[src/rtl/uart_pkg.sv]
// Shared definitions for the UART transmit path: FSM states, parity and
// stop-bit encodings, plus a small helper for parity decoding.
package uart_pkg;

    typedef enum logic [2:0] {
        IDLE   = 3'd0,
        START  = 3'd1,
        DATA   = 3'd2,
        PARITY = 3'd3,
        STOP   = 3'd4
    } state_t;

    localparam logic [1:0] PAR_NONE = 2'b00;
    localparam logic [1:0] PAR_ODD  = 2'b01;
    localparam logic [1:0] PAR_EVEN = 2'b10;

    localparam logic STOP_ONE = 1'b0;
    localparam logic STOP_TWO = 1'b1;

    // Encoding 2'b11 is reserved and behaves like "no parity".
    function automatic logic parity_enabled(input logic [1:0] par_type);
        return (par_type == PAR_ODD) || (par_type == PAR_EVEN);
    endfunction

endpackage

[src/rtl/uart_baud_counter.sv]
// Bit-period counter: counts 0..div-1 while running and strobes o_bit_end
// on the last clock of each bit, wrapping to 0 so the next bit starts clean.
module uart_baud_counter
    import uart_pkg::*;
#(
    parameter int DIV_WIDTH = 16
) (
    input  logic                 clock,
    input  logic                 reset,
    input  logic                 i_run,
    input  logic                 i_restart,
    input  logic [DIV_WIDTH-1:0] i_div,
    output logic                 o_bit_end
);

    logic [DIV_WIDTH-1:0] r_count;
    logic                 w_last;

    // i_div is never zero here: the controller clamps it to at least 1.
    assign w_last    = (r_count == (i_div - DIV_WIDTH'(1)));
    assign o_bit_end = i_run && w_last && !i_restart;

    // Advance the count while a frame is in flight; wrap at the bit end.
    always_ff @(posedge clock) begin
        if (reset || i_restart) begin
            r_count <= '0;
        end else if (i_run) begin
            r_count <= w_last ? '0 : (r_count + DIV_WIDTH'(1));
        end
    end

endmodule

[src/rtl/uart_tx_ctrl.sv]
// UART transmit sequencer: accepts a byte on a valid/ready handshake,
// latches it with its frame configuration and shifts start, data (LSB
// first), optional parity and one or two stop bits onto tx_out.
module uart_tx_ctrl
    import uart_pkg::*;
#(
    parameter int DATA_WIDTH = 8,
    parameter int DIV_WIDTH  = 16
) (
    input  logic                  clock,
    input  logic                  reset,
    input  logic                  tx_valid,
    output logic                  tx_ready,
    input  logic [DATA_WIDTH-1:0] tx_data,
    input  logic [1:0]            parity_type,
    input  logic                  stop_bits,
    input  logic [DIV_WIDTH-1:0]  baud_div,
    output logic                  tx_out,
    output logic                  busy,
    output logic                  done_flag
);

    localparam int IDX_W = $clog2(DATA_WIDTH + 1);

    state_t                r_state;
    logic [DATA_WIDTH-1:0] r_shreg;
    logic [IDX_W-1:0]      r_bit_idx;
    logic [1:0]            r_parity;
    logic                  r_stop_bits;
    logic                  r_par_bit;
    logic                  r_stop_cnt;
    logic [DIV_WIDTH-1:0]  r_div;
    logic                  r_tx_out;
    logic                  r_busy;
    logic                  r_done;

    logic                  w_accept;
    logic                  w_bit_end;
    logic [DATA_WIDTH-1:0] w_shreg_next;
    logic [DIV_WIDTH-1:0]  w_div_clamped;

    assign tx_ready      = (r_state == IDLE) && !reset;
    assign w_accept      = tx_valid && tx_ready;
    assign w_shreg_next  = r_shreg >> 1;
    assign w_div_clamped = (baud_div == '0) ? DIV_WIDTH'(1) : baud_div;

    assign tx_out    = r_tx_out;
    assign busy      = r_busy;
    assign done_flag = r_done;

    uart_baud_counter #(
        .DIV_WIDTH (DIV_WIDTH)
    ) u_baud (
        .clock     (clock),
        .reset     (reset),
        .i_run     (r_busy),
        .i_restart (w_accept),
        .i_div     (r_div),
        .o_bit_end (w_bit_end)
    );

    // Frame sequencer: tx_out is registered alongside the state so the line
    // changes exactly on bit boundaries without a combinational decode.
    always_ff @(posedge clock) begin
        if (reset) begin
            r_state     <= IDLE;
            r_shreg     <= '0;
            r_bit_idx   <= '0;
            r_parity    <= PAR_NONE;
            r_stop_bits <= STOP_ONE;
            r_par_bit   <= 1'b0;
            r_stop_cnt  <= 1'b0;
            r_div       <= DIV_WIDTH'(1);
            r_tx_out    <= 1'b1;
            r_busy      <= 1'b0;
            r_done      <= 1'b0;
        end else begin
            r_done <= 1'b0;
            case (r_state)
                IDLE: begin
                    if (w_accept) begin
                        r_shreg     <= tx_data;
                        r_parity    <= parity_type;
                        r_stop_bits <= stop_bits;
                        r_div       <= w_div_clamped;
                        // Even parity is the XOR of the data bits; odd inverts it.
                        r_par_bit   <= (^tx_data) ^ (parity_type == PAR_ODD);
                        r_bit_idx   <= '0;
                        r_stop_cnt  <= 1'b0;
                        r_tx_out    <= 1'b0;
                        r_busy      <= 1'b1;
                        r_state     <= START;
                    end
                end
                START: begin
                    if (w_bit_end) begin
                        r_tx_out <= r_shreg[0];
                        r_state  <= DATA;
                    end
                end
                DATA: begin
                    if (w_bit_end) begin
                        r_shreg <= w_shreg_next;
                        if (r_bit_idx == IDX_W'(DATA_WIDTH - 1)) begin
                            if (parity_enabled(r_parity)) begin
                                r_tx_out <= r_par_bit;
                                r_state  <= PARITY;
                            end else begin
                                r_tx_out <= 1'b1;
                                r_state  <= STOP;
                            end
                        end else begin
                            r_bit_idx <= r_bit_idx + IDX_W'(1);
                            r_tx_out  <= w_shreg_next[0];
                        end
                    end
                end
                PARITY: begin
                    if (w_bit_end) begin
                        r_tx_out <= 1'b1;
                        r_state  <= STOP;
                    end
                end
                STOP: begin
                    if (w_bit_end) begin
                        if ((r_stop_bits == STOP_TWO) && !r_stop_cnt) begin
                            r_stop_cnt <= 1'b1;
                        end else begin
                            r_busy  <= 1'b0;
                            r_done  <= 1'b1;
                            r_state <= IDLE;
                        end
                    end
                end
                default: begin
                    r_tx_out <= 1'b1;
                    r_busy   <= 1'b0;
                    r_state  <= IDLE;
                end
            endcase
        end
    end

endmodule

[config.mk]
export PLATFORM = sky130hd
export DESIGN_NAME = uart_tx_ctrl
export DESIGN_NICKNAME = d
export VERILOG_FILES = /design/src/rtl/uart_pkg.sv /design/src/rtl/uart_baud_counter.sv /design/src/rtl/uart_tx_ctrl.sv
export SDC_FILE = /design/constraint.sdc
export NUM_CORES = 1
export LEC_CHECK = 0
export ABC_AREA = 1
export BUFFER_PORTS_ARGS = -buffer_cell sky130_fd_sc_hd__buf_2
export CORE_ASPECT_RATIO = 0.7
export CORE_MARGIN = 1.5
export CORE_UTILIZATION = 40
export CTS_BUF_LIST = sky130_fd_sc_hd__clkbuf_2
export CTS_CLUSTER_SIZE = 25
export DETAILED_ROUTE_END_ITERATION = 6
export PLACE_DENSITY = 0.63
export SYNTH_ARGS = -nofsm -noshare
export SYNTH_HDL_FRONTEND = slang
export SYNTH_SLANG_ARGS = --single-unit
[constraint.sdc]
create_clock -name clock -period 2.6 [get_ports clock]
set_clock_uncertainty 0.05 [all_clocks]
set_input_delay 0.52 -clock clock [delete_from_list [all_inputs] [get_ports clock]]
set_output_delay 0.52 -clock clock [all_outputs]
set_load 0.01 [all_outputs]
== Word level (Yosys, flattened, before mapping) ==
Cells that the tools add are included.

* Output and inout bits: 4
* Word-level logic and storage cells: 94
* Bits in registers: 55
* Input port bits: 30

* Reductions and logical operators: 24
* Add/subtract/negate cells: 3
* Equal/unequal tests: 18
* Muxes and demuxes: 33
* Bitwise operators: 4

{| class="wikitable"
|+ Operators with widths
! cell !! count
|-
| $mux 16 || 2
|-
| $mux 3 || 8
|-
| $add 16x1->16 const B || 1
|-
| $eq 16x16->1 || 1
|-
| $logic_not 16->1 || 1
|-
| $mux 8 || 2
|-
| $pmux 8 s2 || 1
|-
| $sub 16x1->16 const B || 1
|-
| $pmux 3 s5 || 1
|-
| $mux 1 || 12
|-
| $mux 4 || 3
|-
| $reduce_and 4->1 || 3
|-
| $ne 2x1->1 const B || 5
|-
| $ne 2x2->1 const B || 4
|-
| $pmux 4 s2 || 1
|-
| $reduce_xor 8->1 || 1
|-
| $reduce_and 7->1 || 1
|-
| $eq 3x2->1 const B || 2
|-
| $reduce_or 3->1 || 2
|-
| $logic_and 1x1->1 || 5
|-
| $pmux 1 s5 || 1
|-
| $reduce_and 5->1 || 1
|-
| $add 4x1->4 const B || 1
|-
| $eq 2x1->1 const B || 2
|-
| other kinds (14) || 20
|}

== Longest topological paths before layout ==
* Word-level depth: 7
* Depth in mapped cells: 18

== By module ==
From an unflattened synthesis, not the netlist that was laid out.

* Cell total of the unflattened synthesis: 514
* Area, all modules: 3508.4 sq um

{| class="wikitable"
|+ By module, submodules not included
! module !! cells an instance !! sequential area each (sq um) !! area an instance (sq um) !! instances
|-
| uart_tx_ctrl || 273 || 780.7 || 2015.7 || 1
|-
| uart_baud_counter || 241 || 320.3 || 1492.7 || 1
|}

== Least setup slack after synthesis ==
No wires, ideal clock.

* Path kind: flip-flop to flip-flop
* Start: register r_div[0]
* End: register r_shreg[1]
* Clock period less this slack: 2.126 ns
* Library setup time: 0.141 ns
* Slack: 0.474 ns
* Stages on the path, launching flop included: 17
* Arrival: 1.935 ns
* Path through: dfxtp_1 inv_1 ha_1 nand2_4 nor2_8 nand2_1 nand2_1 nand2_1 nor2_1 nand2_1 nor3_2 nand3_2 nand2_2 nand2_2 buf_6 nor2_1 a211oi_2

* Longest elaborated chain between the ends: 6

{| class="wikitable"
|+ RTL lines
! item !! line !! text
|-
| start, declared || uart_tx_ctrl.sv:32 || <nowiki>logic [DIV_WIDTH-1:0] r_div;</nowiki>
|-
| start signal, assigned || uart_tx_ctrl.sv:85 || <nowiki>r_div <= w_div_clamped;</nowiki>
|-
| $sub 16x1->16 || uart_baud_counter.sv:20 || <nowiki>assign w_last = (r_count == (i_div - DIV_WIDTH'(1)));</nowiki>
|-
| $eq 16x16->1 || uart_baud_counter.sv:20 ||
|-
| $logic_and 1x1->1 (2 in a row) || uart_baud_counter.sv:21 || <nowiki>assign o_bit_end = i_run && w_last && !i_restart;</nowiki>
|-
| $ne 2x1->1 (no line) || -- ||
|-
| $reduce_and 3->1 (no line) || -- ||
|-
| end signal, assigned || uart_tx_ctrl.sv:82 || <nowiki>r_shreg <= tx_data;</nowiki>
|-
| end signal, assigned || uart_tx_ctrl.sv:103 || <nowiki>r_shreg <= w_shreg_next;</nowiki>
|-
| end, declared || uart_tx_ctrl.sv:26 || <nowiki>logic [DATA_WIDTH-1:0] r_shreg;</nowiki>
|}

Every way passes these cells.
A chain may end at the register's enable or synchronous reset.

== Final worst setup path ==
* Start: register r_div[0]
* End: register r_shreg[7]

The elaborated chain is that of the path after synthesis.

==> results.txt <==
The final setup violation count is 0. For this run, the share of the core covered by cells in the final layout is 46.30%. Setup repair after global routing left no endpoint under its margin. STA classifies the critical path endpoint as a flop. The final reports fail on DRC.

Data arrives at the worst endpoint at between 2 and 3 ns. In this design, the largest share of critical-path delay is due to simple AND/OR/NAND/NOR gates. The number of nets in the finished design is approximately 570. The slowest cell on the critical path is sky130_fd_sc_hd__dfxtp_1. The number of pins exceeding their max-slew limit in the final report was 0. The number of gates resized after CTS came out at 0.

The count of nets left with antenna violations once routing finished came out at 0. The core region is roughly 8000 um2. The portion of synthesized cell area occupied by the leading cell type came out at between 30 and 40%.

The number of buffers created by CTS came out at 5. The maximum count of clock buffers along a single path came out at 2. In this run switching power makes up between 40% and 50% of total power. The vias per cell came out at slightly below 5. The worst setup path is of the reg2reg kind. The initial antenna violation count is 0. Global routing used 18.21% of the available tracks across all layers.

The worst path uses around 91% of the clock period. The synthesis warning total is 0. The H-tree depth came out at 2. The unique cell type count in the Yosys netlist came out at 39. The cell count along the critical path is 15. The antenna diode count came out at 0. Of the total power, registers draw roughly 37%. The area fraction in and, or, nand and nor cells after synthesis is roughly 39%.

The run finished, with violations left. After layout, the worst setup slack is 0.2452 ns. For the pin with the worst max-slew slack, the measured transition is around 0.44 ns. For this design the static power due to leakage is between 1.5 and 2 nW.

The initial utilization of the core area, before any placement, comes to a little over two fifths. The maximum number of pins on one net before global-route repair is 17. The clock insertion delay at the later pin of the skew report came out at 0.47 ns. The accumulated negative setup slack is 0 ns. The horizontal die dimension came out at approximately 110 um. The number of detailed-route iterations in the first pass came out at 7. The wire length of the first global-routing pass came out at between 10000 and 15000 um. The post-synthesis share of cell area spent on xor and xnor gates is around 7.3%. The post-synthesis sequential element count is 55. The total routed wirelength came out at about 7700 um.

The number of hold-slack violations in the final timing report is 0. Along the worst path, the maximum fanout reaches 15. Compared with the post-synthesis result, the final layout area differs by 10.60%. The CTS root buffer is sky130_fd_sc_hd__clkbuf_2.

A synthesized cell averages 6.744 um2. By area, the combinational part of the netlist is dominated by simple AND/OR/NAND/NOR gates. The upper clock frequency limit is between 400 and 500 MHz. The analysis attributes to net switching a power of 0.001483 W. The number of global-route vias before repair came out at ~2.7k. Prior to clock tree synthesis, the placed netlist has a worst setup slack of 0.1434 ns. The async set-reset flop share out of synthesis is 0%. In the synthesized netlist the dominant register cell turns out to be sky130_fd_sc_hd__dfxtp_1. The longest individual stage delay on the worst path came out at approximately 0.39 ns.

The total congestion overflow came out at 0. The floorplan step set the die height to 79.59 um. STA classifies the critical path startpoint as a flop. Synthesis handed over a netlist of around 500 instances.

Synthesis produced a netlist with a net count of 530. Of the cells placed in the final design, the portion with a size suffix greater than 1 is roughly 17%. The maximum resistive drop on vdd came out at 0.4038 mV. The critical register-to-register path endpoint is r_shreg[7]. The adder-cell share of the synthesized area came out at under 10%. Counting flops with a built-in enable in the synthesized netlist gives 0. Of the synthesized area, sequential elements account for approximately a third. The die area is around 9000 um2. The per-cell routed wire length came out at 12.10 um.

The share of synthesized area spent on multiplexers is 0%. The clock-pin slew on the worst setup and hold paths came out at 0.28 ns. The most numerous cell type found on the critical path is sky130_fd_sc_hd__nand2_1. Walking the worst path, the cells encountered are inv_1 -> ha_4 -> nand2_4 -> nor2_8 -> nand2_1 -> nand2_1 -> nand2_1 -> nor2_1 -> nand2_1 -> nor2_1 -> nand3_2 -> nand2_2 -> nand2_2 -> o21ai_0 -> a21oi_1.

The cell with the most instances after synthesis is sky130_fd_sc_hd__nand2_1. The startpoint identified for the worst register-to-register timing path is r_div[0]. Ranked by instance count, the synthesized netlist is headed by sky130_fd_sc_hd__nand2_1 (123), sky130_fd_sc_hd__nor2_1 (63), sky130_fd_sc_hd__inv_1 (62).

The post-CTS setup repair buffer count is 0. The cell depth of the worst flop-to-flop path is 15. The TritonCTS clock tree is yes.

Of all cell types, the one taking the most synthesized area is sky130_fd_sc_hd__dfxtp_1. The floorplan row count is 27. The critical path buffer and inverter count is 1. The remaining max-slew budget at the tightest pin came out at between 70% and 80%.

The end point of the critical path is r_shreg[7]. The compound-gate portion of the synthesized area came out at between 10% and 20%. The shortest clock period the worst path allows after layout is 2.355 ns. The estimated wirelength of the detail-placed design came out at roughly 6200 um.

Port buffering added 33 buffers. The cell area power density is about 850 nW/um2. The clock drives 55 sinks. The detailed router finished its first iteration with 232 violations.

The number of I/O pins came out at 34. The critical path starts at r_div[0]. The total of max-cap violations came out at 0. The total number of vias is approximately 3.1k.

The relative contribution of combinational cells to total power came out at between 50% and 60%. The number of hold buffers added after CTS was 0. The min-delay analysis places its worst path in the category in2reg. The required time of the critical path is between 2 and 3 ns. The clock network is responsible for 10.9% of the overall power. Ranked by total cell area, the synthesized netlist is headed by sky130_fd_sc_hd__dfxtp_1 (33%), sky130_fd_sc_hd__nand2_1 (14%), sky130_fd_sc_hd__nor2_1 (7.1%). The register-to-register setup slack came out at between 0.2 and 0.25 ns. Cell internal power was estimated by the tool at ~0.0017 W. The mapped cell area is roughly 3400 um2.

Routability-driven placement finished with a final weighted congestion of 0.8899. The final routed DRC violation total came out at 2.
## how the worst min path moves through the flow
stage,startpoint,depth (start not counted),to
2_1_floorplan,r_shreg[7],2,r_shreg[7]
3_3_place_gp,r_stop_cnt,2,r_stop_cnt
3_5_place_dp,r_shreg[0],2,r_shreg[0]
4_1_cts,stop_bits,3,r_stop_bits
5_1_grt,baud_div[11],3,r_div[11]
6_report,stop_bits,3,r_stop_bits
## flip-flops by register name, summed over array words and instances, names as in the netlist
name	count
r_div	16
u_baud.r_count	16
r_shreg	8
r_bit_idx	4
r_state	3
r_parity	2
busy	1
done_flag	1
r_par_bit	1
r_stop_bits	1
r_stop_cnt	1
tx_out	1
## cells in the final DEF, fill, tap and decap left out, drive strengths merged, types with 2 or more instances in the layout
cell type	netlist	layout
nand2	136	136
xnor2	12	12
inv	64	64
buf	6	41
nor3	13	13
clkinv	1	2
xor2	16	16
nand4	4	4
a211oi	6	6
nor4	5	5
a21oi	13	13
nor2	78	78
nand3	35	35
clkbuf	4	6
ha	3	3
o21ai	31	31
nand3b	2	2
nor3b	4	4
dfxtp	55	55
## worst min-delay path: cells and delay by family
family	cells	cell delay (ns)
buf+inv	1	0.07
simple gates	1	0.04
compound gates	1	0.05
## power by group through the flow
stage | sequential, W | combinational (W) | clock (W)
floorplan | 0.00114 | 0.00134 | 0
global placement | 0.00117 | 0.00159 | 0
detailed placement | 0.00117 | 0.00163 | 0
CTS | 0.00115 | 0.00163 | 0.000365
global route | 0.00118 | 0.00189 | 0.000401
finish | 0.00115 | 0.00165 | 0.000343
## layer usage
| layer | part of all wire (%) | vias up | track usage (%) |
|---|---|---|---|
| met5 | 0 | - | 0 |
| met4 | 1.1 | 0 | 5.063 |
| met3 | 6.9 | 8 | 3.493 |
| met2 | 37 | 79 | 25.64 |
| met1 | 55 | 1367 | 27.85 |
| li1 | - | 1651 | - |
## cell type report
| class | count | area (um2) |
|---|---|---|
| clock buffers | 6 | 30.03 |
| well taps | 101 | 126.4 |
| fillers | 861 | 4299 |
| repair buffers | 41 | 225.2 |
| clock inverters | 2 | 12.51 |
| flip-flops and latches | 55 | 1101 |
| multi-input cells | 367 | 1968 |
| inverters | 65 | 244.0 |
## per-stage QoR
stage | area [um2] | power [W] | hold WS (ns) | cells
after global placement | 3650 | 0.002760 | 0.4036 | 629
after CTS | 3692 | 0.003152 | 0.1382 | 637
after global routing | 3707 | 0.003465 | 0.1587 | 637
after detailed placement | 3650 | 0.002796 | 0.4103 | 629
after floorplan | 3352 | 0.002476 | 0.3739 | 497
final | 3707 | 0.003146 | 0.1792 | 637
## kinds of logic (layout without fill, tap and decap cells)
logic type	Yosys count	count (layout)
flops	55	55
fa+ha+maj	3	3
simple gates	279	279
xor+xnor	28	28
buf+inv	75	114
compound gates	57	57
(Power assumes the default switching activity.)
